<file path="src/rtl/encoder_sample_scheduler.sv">
// Periodic snapshot scheduler for a bank of encoder counters: a free timer triggers a
// channel-by-channel sweep into a back buffer, committed atomically to a host-readable front buffer.
// Optional build macro ENC_SCHED_CLEAR_EN: capture raw counts and strobe cnt_clr instead of computing deltas.
module encoder_sample_scheduler #(
    parameter int NUM_ENC      = 5,
    parameter int COUNT_WIDTH  = 15,
    parameter int PERIOD_WIDTH = 16
) (
    input  logic                           clk,
    input  logic                           reset,
    input  logic [PERIOD_WIDTH-1:0]        period,
    input  logic [NUM_ENC*COUNT_WIDTH-1:0] counts,
    output logic [NUM_ENC-1:0]             cnt_clr,
    input  logic                           rd_req,
    input  logic [2:0]                     rd_sel,
    output logic [COUNT_WIDTH-1:0]         rd_data,
    output logic                           rd_ack,
    output logic                           sample_done,
    output logic                           overrun,
    input  logic                           ovr_clr
);

    localparam int IDX_W = (NUM_ENC > 1) ? $clog2(NUM_ENC) : 1;
    localparam logic [IDX_W-1:0] LAST_IDX = IDX_W'(NUM_ENC - 1);

    localparam logic [1:0] IDLE   = 2'd0;
    localparam logic [1:0] SWEEP  = 2'd1;
    localparam logic [1:0] COMMIT = 2'd2;

    logic [1:0]              state_r;
    logic [1:0]              state_next_s;
    logic [IDX_W-1:0]        idx_r;
    logic [IDX_W-1:0]        idx_next_s;
    logic [PERIOD_WIDTH-1:0] timer_r;
    logic                    tick_s;
    logic [COUNT_WIDTH-1:0]  back_r  [NUM_ENC];
    logic [COUNT_WIDTH-1:0]  front_r [NUM_ENC];
    logic [COUNT_WIDTH-1:0]  rd_val_s;
    logic [COUNT_WIDTH-1:0]  rd_data_r;
    logic                    rd_ack_r;
    logic                    sample_done_r;
    logic                    overrun_r;

    assign tick_s = (period != '0) && (timer_r == (period - PERIOD_WIDTH'(1)));

    // Free-running sample timer; out-of-range values (period shrunk) wrap without a tick
    always_ff @(posedge clk or negedge reset) begin
        if (!reset) begin
            timer_r <= '0;
        end else if (period == '0) begin
            timer_r <= '0;
        end else if (timer_r >= (period - PERIOD_WIDTH'(1))) begin
            timer_r <= '0;
        end else begin
            timer_r <= timer_r + PERIOD_WIDTH'(1);
        end
    end

    // Sweep sequencer next-state logic
    always_comb begin
        state_next_s = state_r;
        idx_next_s   = idx_r;
        case (state_r)
            IDLE: begin
                idx_next_s = '0;
                if (tick_s) begin
                    state_next_s = SWEEP;
                end else begin
                    state_next_s = IDLE;
                end
            end
            SWEEP: begin
                if (idx_r == LAST_IDX) begin
                    state_next_s = COMMIT;
                    idx_next_s   = '0;
                end else begin
                    state_next_s = SWEEP;
                    idx_next_s   = idx_r + IDX_W'(1);
                end
            end
            COMMIT: begin
                state_next_s = IDLE;
                idx_next_s   = '0;
            end
            default: begin
                state_next_s = IDLE;
                idx_next_s   = '0;
            end
        endcase
    end

    // Sequencer state and the commit strobe, timed to coincide with the COMMIT cycle
    always_ff @(posedge clk or negedge reset) begin
        if (!reset) begin
            state_r       <= IDLE;
            idx_r         <= '0;
            sample_done_r <= 1'b0;
        end else begin
            state_r       <= state_next_s;
            idx_r         <= idx_next_s;
            sample_done_r <= (state_next_s == COMMIT);
        end
    end

    // A tick that lands outside IDLE is dropped; the set wins over a same-cycle clear
    always_ff @(posedge clk or negedge reset) begin
        if (!reset) begin
            overrun_r <= 1'b0;
        end else if (tick_s && (state_r != IDLE)) begin
            overrun_r <= 1'b1;
        end else if (ovr_clr) begin
            overrun_r <= 1'b0;
        end else begin
            overrun_r <= overrun_r;
        end
    end

`ifdef ENC_SCHED_CLEAR_EN
    logic [NUM_ENC-1:0] cnt_clr_r;

    function automatic logic [NUM_ENC-1:0] chan_onehot(input logic [IDX_W-1:0] idx);
        chan_onehot = NUM_ENC'(1) << idx;
    endfunction

    // Clear strobe lines up with the cycle in which its channel is captured
    always_ff @(posedge clk or negedge reset) begin
        if (!reset) begin
            cnt_clr_r <= '0;
        end else if (state_next_s == SWEEP) begin
            cnt_clr_r <= chan_onehot(idx_next_s);
        end else begin
            cnt_clr_r <= '0;
        end
    end

    assign cnt_clr = cnt_clr_r;

    // Raw capture into the back buffer, atomic copy to the front buffer on commit
    always_ff @(posedge clk or negedge reset) begin
        if (!reset) begin
            for (int i = 0; i < NUM_ENC; i++) begin
                back_r[i]  <= '0;
                front_r[i] <= '0;
            end
        end else begin
            for (int i = 0; i < NUM_ENC; i++) begin
                if ((state_r == SWEEP) && (idx_r == IDX_W'(i))) begin
                    back_r[i] <= counts[i*COUNT_WIDTH +: COUNT_WIDTH];
                end
                if (state_r == COMMIT) begin
                    front_r[i] <= back_r[i];
                end
            end
        end
    end
`else
    logic [COUNT_WIDTH-1:0] prev_r [NUM_ENC];

    assign cnt_clr = '0;

    // Delta capture (wraps modulo 2^COUNT_WIDTH), atomic copy to the front buffer on commit
    always_ff @(posedge clk or negedge reset) begin
        if (!reset) begin
            for (int i = 0; i < NUM_ENC; i++) begin
                prev_r[i]  <= '0;
                back_r[i]  <= '0;
                front_r[i] <= '0;
            end
        end else begin
            for (int i = 0; i < NUM_ENC; i++) begin
                if ((state_r == SWEEP) && (idx_r == IDX_W'(i))) begin
                    back_r[i] <= counts[i*COUNT_WIDTH +: COUNT_WIDTH] - prev_r[i];
                    prev_r[i] <= counts[i*COUNT_WIDTH +: COUNT_WIDTH];
                end
                if (state_r == COMMIT) begin
                    front_r[i] <= back_r[i];
                end
            end
        end
    end
`endif

    // Host read mux; unpopulated channel indices read as zero
    always_comb begin
        rd_val_s = '0;
        for (int i = 0; i < NUM_ENC; i++) begin
            rd_val_s = (rd_sel == 3'(i)) ? front_r[i] : rd_val_s;
        end
    end

    // Read response one cycle after the request; data holds between acks
    always_ff @(posedge clk or negedge reset) begin
        if (!reset) begin
            rd_ack_r  <= 1'b0;
            rd_data_r <= '0;
        end else if (rd_req) begin
            rd_ack_r  <= 1'b1;
            rd_data_r <= rd_val_s;
        end else begin
            rd_ack_r  <= 1'b0;
            rd_data_r <= rd_data_r;
        end
    end

    assign rd_data     = rd_data_r;
    assign rd_ack      = rd_ack_r;
    assign sample_done = sample_done_r;
    assign overrun     = overrun_r;

endmodule

</file>
<file path="config.mk">
export PLATFORM = sky130hd
export DESIGN_NAME = encoder_sample_scheduler
export DESIGN_NICKNAME = d
export VERILOG_FILES = /design/src/rtl/encoder_sample_scheduler.sv
export SDC_FILE = /design/constraint.sdc
export NUM_CORES = 1
export LEC_CHECK = 0
export CORE_MARGIN = 1
export CORE_UTILIZATION = 45
export DETAILED_ROUTE_END_ITERATION = 16
export HOLD_SLACK_MARGIN = 0.08
export PLACE_DENSITY = 0.67
export SLEW_MARGIN = 25
export SYNTH_ARGS = -nofsm -noshare
export SYNTH_HDL_FRONTEND = slang
export SYNTH_SLANG_ARGS = --single-unit
</file>
<file path="constraint.sdc">
create_clock -name clk -period 2.1 [get_ports clk]
set_clock_uncertainty 0.05 [all_clocks]
set_input_delay 0.21 -clock clk [delete_from_list [all_inputs] [get_ports clk]]
set_output_delay 0.21 -clock clk [all_outputs]
set_load 0.02 [all_outputs]
</file>
==> impl_metrics.sql, run 1 <==
INSERT INTO impl_metrics (metric_group, metric, value, unit) VALUES
('die', 'starting_density_of_the_core', '0.461', ''),
('global_routing', 'grt_pass1_wl', '55.9', 'mm'),
('synth', 'postSynthCellCount', '1398', ''),
('die', 'die_h', '180', 'um'),
('synth', 'synth_area_leaders', 'sky130_fd_sc_hd__dfrtp_1 46%, sky130_fd_sc_hd__mux2_2 9.0%, sky130_fd_sc_hd__ha_1 8.2%', ''),
('critical_path', 'path_delay_family', 'simple AND/OR/NAND/NOR gates', ''),
('job', 'maxCapViolations', '0', ''),
('global_routing', 'global_routing_usage_summed_across_all_routing_layers', '0.209', ''),
('clocking', 'cts_htree_levels', '1', ''),
('synth', 'synth.lib_cells_used.distinct', '61', ''),
('global_routing', 'first_global_vias', '11409', ''),
('synth', 'yosysWarnings', '0', ''),
('power', 'peak_vdd_ir', '701', 'uV'),
('critical_path', 'worst_setup_path_end_kind', 'flop', ''),
('critical_path', 'critPathArrivalTime', '2.99', 'ns'),
('synth', 'post_synth_design_cell_area', '14300', 'um^2'),
('die', 'io_pins', '121', ''),
('die', 'die_area', '32400', 'um^2'),
('route', 'route.antenna.remaining_nets', '0', ''),
('route', 'detailroute.via_count', '11258', ''),
('route', 'initialDrtViolationCount', '630', ''),
('status', 'status', 'complete, but fails checks', ''),
('route', 'routed_wire_length_per_instance', '15.9', 'um'),
('cells_and_area', 'layout-drive-gt1-share', '0.285', ''),
('timing', 'period_share', '1.25', ''),
('timing', 'timing_worst_slew_pin_value', '0.808', 'ns'),
('critical_path', 'critical_path.max_fanout', '8', ''),
('critical_path', 'crit_buf_inv', '4', ''),
('clocking', 'path_clk_slew', '0.06', 'ns'),
('critical_path', 'required_time_worst_endpoint', '2.46', 'ns'),
('place', 'pre_cts_ws', '-1.42', 'ns'),
('critical_path', 'critical_path_class', 'in2reg', ''),
('critical_path', 'worst_setup_path_start_kind', 'primary input', ''),
('clocking', 'cts.root.buffer_cell', 'sky130_fd_sc_hd__clkbuf_16', ''),
('place', 'port_buffers', '115', ''),
('die', 'core_region_area', '30900', 'um^2'),
('timing', 'finalSetupViolCount', '19', ''),
('synth', 'synth.yosys.seq_area_share', '0.463', ''),
('clocking', 'clockBufferDepth', '3', ''),
('status', 'failed_checks', 'setup timing', ''),
('cells_and_area', 'final_nets', '1909', ''),
('global_routing', 'globalRoute.totalOverflow', '0', ''),
('cells_and_area', 'final_common_cell', 'sky130_fd_sc_hd__dfrtp_1', ''),
('timing', 'timing_max_transition_violations_final', '0', ''),
('place', 'placer_congestion', '0.872', ''),
('cells_and_area', 'n_fill_cell', '2535', ''),
('timing', 'timing.max_slew.rel_slack', '0.457', ''),
('synth', 'synth_enable_flop_cells', '0', ''),
('route', 'length_of_the_first_detailed_routing_pass_in_iterations', '5', ''),
('cells_and_area', 'utilization', '0.618', ''),
('die', 'floorplan.rows', '64', ''),
('critical_path', 'cp_slowest_cell', 'sky130_fd_sc_hd__or4_4', ''),
('timing', 'fmax', '380', 'MHz'),
('timing', 'report.final.hold_viol_count', '0', ''),
('timing', 'grt_setup_unrepaired', 'yes', ''),
('cells_and_area', 'area_growth_syn_to_fin', '33.9', '%'),
('min_path', 'worstHoldPathType', 'in2async', ''),
('timing', 'final.setup.worst_slack', '-0.530', 'ns'),
('synth', 'ys_async_sr_fraction', '1.00', ''),
('power', 'total_leakage_power', '8.70', 'nW'),
('clocking', 'clkLatencyLatePin', '0.56', 'ns'),
('critical_path', 'critical_path.most_common_cell', 'sky130_fd_sc_hd__buf_6', ''),
('critical_path', 'critical-path-max-stage-delay', '0.53', 'ns'),
('power', 'areal_power_density_over_the_cells', '751', 'nW/um^2'),
('route', 'drc', '0', ''),
('critical_path', 'crit_path_cell_trace', 'buf_6, or4_4, or4_4, buf_6, xor2_2, ha_1, nand4_1, nor4_4, a211oi_2, o31a_1, buf_6, buf_12, nor3b_2', ''),
('synth', 'post_synthesis_mean_instance_area', '10.2', 'um^2'),
('place', 'dp.final_hpwl', '24.2', 'mm'),
('synth', 'yosys.area.top_type_share', '0.463', ''),
('die', 'die_w', '180', 'um'),
('synth', 'synth_top_cell_by_area', 'sky130_fd_sc_hd__dfrtp_1', '');
## path summary, 6_finish.rpt
check	startpoint	endpoint	slack [ns]	depth (start not counted)
worst max-delay path	period[8]	timer_r[13]	-0.53	13
worst min-delay path	reset	prev_r[70]	0.10	2
worst max register to register	prev_r[0]	back_r[8]	-0.06	9
worst min register to register	back_r[51]	back_r[51]	0.43	2
max in group asynchronous	reset	state_r[0]	1.19	3
min in group clk	counts[74]	prev_r[14]	0.19	3
## Yosys cell counts, types with 11 or more instances
cell type                  number
sky130_fd_sc_hd__o21a_1        22
sky130_fd_sc_hd__o31ai_1       19
sky130_fd_sc_hd__mux2_2       114
sky130_fd_sc_hd__ha_1          93
sky130_fd_sc_hd__nand2_1      177
sky130_fd_sc_hd__dfrtp_1      264
sky130_fd_sc_hd__nor2_1        86
sky130_fd_sc_hd__clkbuf_1      41
sky130_fd_sc_hd__and3_1        12
sky130_fd_sc_hd__xor2_1        30
sky130_fd_sc_hd__a211oi_1      13
sky130_fd_sc_hd__a221oi_1      11
sky130_fd_sc_hd__inv_1         92
sky130_fd_sc_hd__a21oi_1       45
sky130_fd_sc_hd__nand3_1       18
sky130_fd_sc_hd__xnor2_1       49
sky130_fd_sc_hd__nand2b_1      16
sky130_fd_sc_hd__nor3_1        14
sky130_fd_sc_hd__o21ai_0      133
## state kept, by name, summed over array words and instances (netlist names)
| signal | cells |
|---|---|
| front_r | 75 |
| idx_r | 3 |
| rd_data | 15 |
| sample_done | 1 |
| timer_r | 16 |
| back_r | 75 |
| state_r | 2 |
| rd_ack | 1 |
| overrun | 1 |
| prev_r | 75 |
## final cells by class
type | instances | area [um^2] | share of cell area
Multi-Input combinational cell | 993 | 7750 | 0.406
Sequential cell | 264 | 6610 | 0.346
Timing Repair Buffer | 331 | 2930 | 0.153
Clock buffer | 42 | 857 | 0.0449
Tap cell | 396 | 495 | 0.0260
Inverter | 93 | 349 | 0.0183
Clock inverter | 8 | 97.6 | 0.00511
Antenna cell | 1 | 2.50 | 0.000131
## through the flow
| stage | hold slack [ns] | power (W) | instance area [um^2] | std cells |
|---|---|---|---|---|
| global route | 0.141 | 0.0151 | 19100 | 2127 |
| finish | 0.105 | 0.0143 | 19100 | 2128 |
| floorplan | -0.136 | 0.00763 | 14300 | 1402 |
| global placement | 0.0970 | 0.00891 | 17400 | 2056 |
| CTS | 0.109 | 0.0143 | 18600 | 2116 |
| detailed placement | 0.0996 | 0.00900 | 17400 | 2056 |
## logic make-up (layout without fill, tap and decap cells)
family / Yosys count / after routing / share of synthesized area
adders and majority gates: 98 / 98 / 0.0886
AOI/OAI and AO/OA: 306 / 307 / 0.134
xor gates and xnor gates: 79 / 79 / 0.0485
DFF: 264 / 264 / 0.463
buffers and inverters: 146 / 474 / 0.0403
muxes: 129 / 129 / 0.108
other: 1 / 6 / 0.000263
and+or+nand+nor: 375 / 375 / 0.118
## where the power goes
group          internal (W)  switching [W]  total (W)
clock               0.00305        0.00203    0.00509
combinational       0.00166        0.00148    0.00314
sequential          0.00567       0.000449    0.00611
## what timing repair did
| action | CTS | global route |
|---|---|---|
| pin swaps | 36 | 53 |
| hold endpoints to repair | 264 | 0 |
| buffers inserted | 8 | 12 |
| cloned | 2 | 0 |
| gates resized for setup | 85 | 98 |
| endpoints found under the setup margin | 45 | 64 |
| hold buffers | 1 | 0 |
## layer usage
layer / GRT usage / part of all wire / vias to the layer above
met1: 0.274 / 0.44 / 5443
li1: - / - / 5525
met4: 0.0544 / 0.023 / 4
met3: 0.0394 / 0.050 / 51
met2: 0.355 / 0.49 / 235
met5: 0 / 0.00074 / -
## worst reg2reg max path: cells and delay by family, from the launching register on
kind / cells / cell delay [ns]
buffers and inverters: 1 / 0.17
AO/OA/AOI/OAI: 4 / 0.45
AND/OR/NAND/NOR: 1 / 0.15
adder cells (fa/ha/maj): 2 / 0.59
XOR/XNOR: 1 / 0.21
flip-flops: 1 / 0.41
Note: power is estimated with default switching activity, not from simulation.
==> run 2: changes to the inputs <==
- CTS_CLUSTER_SIZE: default -> 8
==> run 2 against run 1 <==
The run still ends with setup timing left. Worst setup slack got worse by 0.043 ns. Wire length rose by 1.5%. First-iteration DRC count fell by 9.4%. Final cell count fell by 0.28%. Core utilization rose by 0.40 points. Flip-flop and latch count did not move. Sequential power barely moved. Sequential share of layout area fell by 0.22 points. Largest cell class unchanged. Highest routed layer unchanged.
==> impl_metrics.sql, run 2 (synthesis gave the netlist of run 1 again) <==
INSERT INTO impl_metrics (metric_group, metric, value, unit) VALUES
('critical_path', 'worst_r2r_startpoint', 'prev_r[60]', ''),
('place', 'place_inst', '2056', ''),
('timing', 'timing_max_transition_violations_final', '0', ''),
('route', 'drc', '0', ''),
('power', 'peak_vdd_ir', '638', 'uV'),
('clocking', 'cts_htree_levels', '2', ''),
('cells_and_area', 'final_nets', '1917', ''),
('timing', 'finalSetupViolCount', '22', ''),
('status', 'status', 'complete, but fails checks', ''),
('global_routing', 'antenna_found_initial', '2', ''),
('global_routing', 'grt_util_met2', '0.355', ''),
('global_routing', 'global_routing_usage_summed_across_all_routing_layers', '0.211', ''),
('critical_path', 'worst_setup_path_end_kind', 'flop', ''),
('timing', 'whs', '0.147', 'ns'),
('critical_path', 'worst_setup_path_start_kind', 'primary input', ''),
('critical_path', 'crit_buf_inv', '4', ''),
('route', 'route.detailed.vias_per_inst', '5.31', ''),
('global_routing', 'first_global_vias', '11444', ''),
('place', 'placer_congestion', '0.872', ''),
('place', 'port_buffers', '115', ''),
('die', 'die_area', '32400', 'um^2'),
('critical_path', 'critical-path-max-stage-delay', '0.53', 'ns'),
('timing', 'post-route-min-period', '2.67', 'ns'),
('clocking', 'cts.root.buffer_cell', 'sky130_fd_sc_hd__clkbuf_16', ''),
('global_routing', 'grt_start_max_net_pins', '62', ''),
('critical_path', 'path_delay_family', 'simple AND/OR/NAND/NOR gates', ''),
('route', 'route.antenna.remaining_nets', '0', ''),
('die', 'core_region_area', '30900', 'um^2'),
('timing', 'timing_worst_slew_pin_value', '0.811', 'ns'),
('die', 'floorplan.rows', '64', ''),
('route', 'routed_wire_length_per_instance', '16.2', 'um'),
('cells_and_area', 'final_common_cell', 'sky130_fd_sc_hd__dfrtp_1', ''),
('critical_path', 'critical_path.max_fanout', '8', ''),
('die', 'die_w', '180', 'um'),
('timing', 'final.setup.worst_slack', '-0.573', 'ns'),
('power', 'total_leakage_power', '8.75', 'nW'),
('timing', 'fmax', '374', 'MHz'),
('job', 'maxCapViolations', '0', ''),
('die', 'io_pins', '121', ''),
('route', 'initialDrtViolationCount', '571', ''),
('place', 'pre_cts_ws', '-1.42', 'ns'),
('critical_path', 'critical_path.most_common_cell', 'sky130_fd_sc_hd__buf_6', ''),
('power', 'areal_power_density_over_the_cells', '779', 'nW/um^2'),
('clocking', 'clock_sinks', '264', ''),
('global_routing', 'met3_routing_resource_usage_after_global_routing', '0.0449', ''),
('cells_and_area', 'final_cell_mix', '264 x sky130_fd_sc_hd__dfrtp_1, 200 x sky130_fd_sc_hd__buf_4, 167 x sky130_fd_sc_hd__nand2_1', ''),
('status', 'failed_checks', 'setup timing', ''),
('die', 'die_h', '180', 'um'),
('critical_path', 'required_time_worst_endpoint', '2.41', 'ns'),
('critical_path', 'worstSetupStartpoint', 'period[8]', ''),
('critical_path', 'critPathArrivalTime', '2.99', 'ns'),
('global_routing', 'globalRoute.totalOverflow', '0', ''),
('route', 'drt_wl_total', '34.3', 'mm'),
('clocking', 'path_clk_slew', '0.05', 'ns'),
('global_routing', 'globalRoute.busiestLayer', 'met2', ''),
('timing', 'period_share', '1.27', ''),
('timing', 'timing.max_slew.rel_slack', '0.455', ''),
('critical_path', 'cp_slowest_cell', 'sky130_fd_sc_hd__or4_4', ''),
('cells_and_area', 'fin_cells', '2122', ''),
('critical_path', 'critical_path_class', 'in2reg', ''),
('global_routing', 'met1_usage', '0.275', ''),
('cells_and_area', 'utilization', '0.622', ''),
('timing', 'report.final.hold_viol_count', '0', ''),
('route', 'detailroute.via_count', '11261', ''),
('timing', 'grt_setup_unrepaired', 'yes', ''),
('cells_and_area', 'layout-drive-gt1-share', '0.290', ''),
('cells_and_area', 'biggestRegsByFlops', 'back_r (75), front_r (75), prev_r (75)', ''),
('timing', 'final.setup.tns', '-9.20', 'ns'),
('critical_path', 'crit_path_cell_trace', 'buf_6, or4_4, or4_4, buf_6, xor2_2, ha_1, nand4_1, nor4_4, a211oi_2, o31a_1, buf_6, buf_12, nor3b_2', ''),
('clocking', 'clkLatencyLatePin', '0.50', 'ns'),
('route', 'length_of_the_first_detailed_routing_pass_in_iterations', '5', ''),
('clocking', 'cts_made_buffers', '39', ''),
('min_path', 'worstHoldPathType', 'in2async', ''),
('die', 'starting_density_of_the_core', '0.461', ''),
('clocking', 'tritoncts_clock_tree', 'built', ''),
('cells_and_area', 'area_growth_syn_to_fin', '34.7', '%'),
('cells_and_area', 'n_fill_cell', '2489', ''),
('global_routing', 'grt_pass1_wl', '56.2', 'mm'),
('place', 'dp.final_hpwl', '24.2', 'mm'),
('clocking', 'clockBufferDepth', '3', '');
## run 2: cell count changes in the layout (fill, tap and decap cells not counted), moves of 2 or more
cell / delta
sky130_fd_sc_hd__clkbuf_16: +10
sky130_fd_sc_hd__clkbuf_1: -5
sky130_fd_sc_hd__nor2_1: -5
sky130_fd_sc_hd__nor2_2: +5
sky130_fd_sc_hd__clkbuf_8: -3
sky130_fd_sc_hd__clkinv_2: -3
sky130_fd_sc_hd__clkinvlp_4: -3
sky130_fd_sc_hd__a21oi_2: +2
sky130_fd_sc_hd__buf_6: -2
## run 2: area by class of cell
| type | instances | area [um^2] | area share |
|---|---|---|---|
| sequential | 264 | 6610 | 0.344 |
| timing repair buffer | 330 | 2920 | 0.152 |
| inverter | 93 | 349 | 0.0182 |
| clock buffer | 44 | 1050 | 0.0545 |
| clock inverter | 1 | 30.0 | 0.00156 |
| tap | 396 | 495 | 0.0258 |
| multi-input combinational | 993 | 7770 | 0.404 |
| antenna | 1 | 2.50 | 0.000130 |
## run 2: path summary, 6_finish.rpt
path / end / slack [ns] / depth (start not counted)
max reg2reg: back_r[72] / -0.07 / 8
min: prev_r[69] / 0.15 / 2
max: timer_r[0] / -0.57 / 13
max in group asynchronous: prev_r[44] / 1.14 / 3
min reg2reg: back_r[30] / 0.42 / 2
min in group clk: prev_r[14] / 0.24 / 3
## run 2: stage by stage
| stage | total power, W | instance area (um^2) |
|---|---|---|
| after CTS | 0.0149 | 18700 |
| after detailed placement | 0.00900 | 17400 |
| after floorplan | 0.00763 | 14300 |
| after global placement | 0.00891 | 17400 |
| after global routing | 0.0157 | 19200 |
| final | 0.0150 | 19200 |
## run 2: what timing repair did
| action | 4_1_cts | 5_1_grt |
|---|---|---|
| gates cloned | 2 | 0 |
| hold buffers | 1 | 0 |
| endpoints found under the setup margin | 46 | 55 |
| pin swaps | 30 | 55 |
| buffers inserted | 5 | 14 |
| resized for setup | 76 | 112 |
| endpoints found under the hold margin | 264 | 0 |
## run 2: layer usage
| metal | share of wire | vias up |
|---|---|---|
| met3 | 0.051 | 61 |
| met5 | 0.00073 | - |
| li1 | - | 5531 |
| met4 | 0.025 | 4 |
| met2 | 0.48 | 251 |
| met1 | 0.44 | 5414 |
## run 2: power by group
group | leakage [nW] | total [W] | internal, W | switching (W)
Combinational | 5.11 | 0.00314 | 0.00166 | 0.00148
Clock | 0.529 | 0.00570 | 0.00357 | 0.00213
Sequential | 3.11 | 0.00612 | 0.00567 | 0.000450
Total | 8.75 | 0.0150 | 0.0109 | 0.00406
==> run 3: changes to the inputs <==
- CAP_MARGIN: default -> 20
==> results of run 3 <==
Final layout, timing and power as in run 2 (identical DEF).
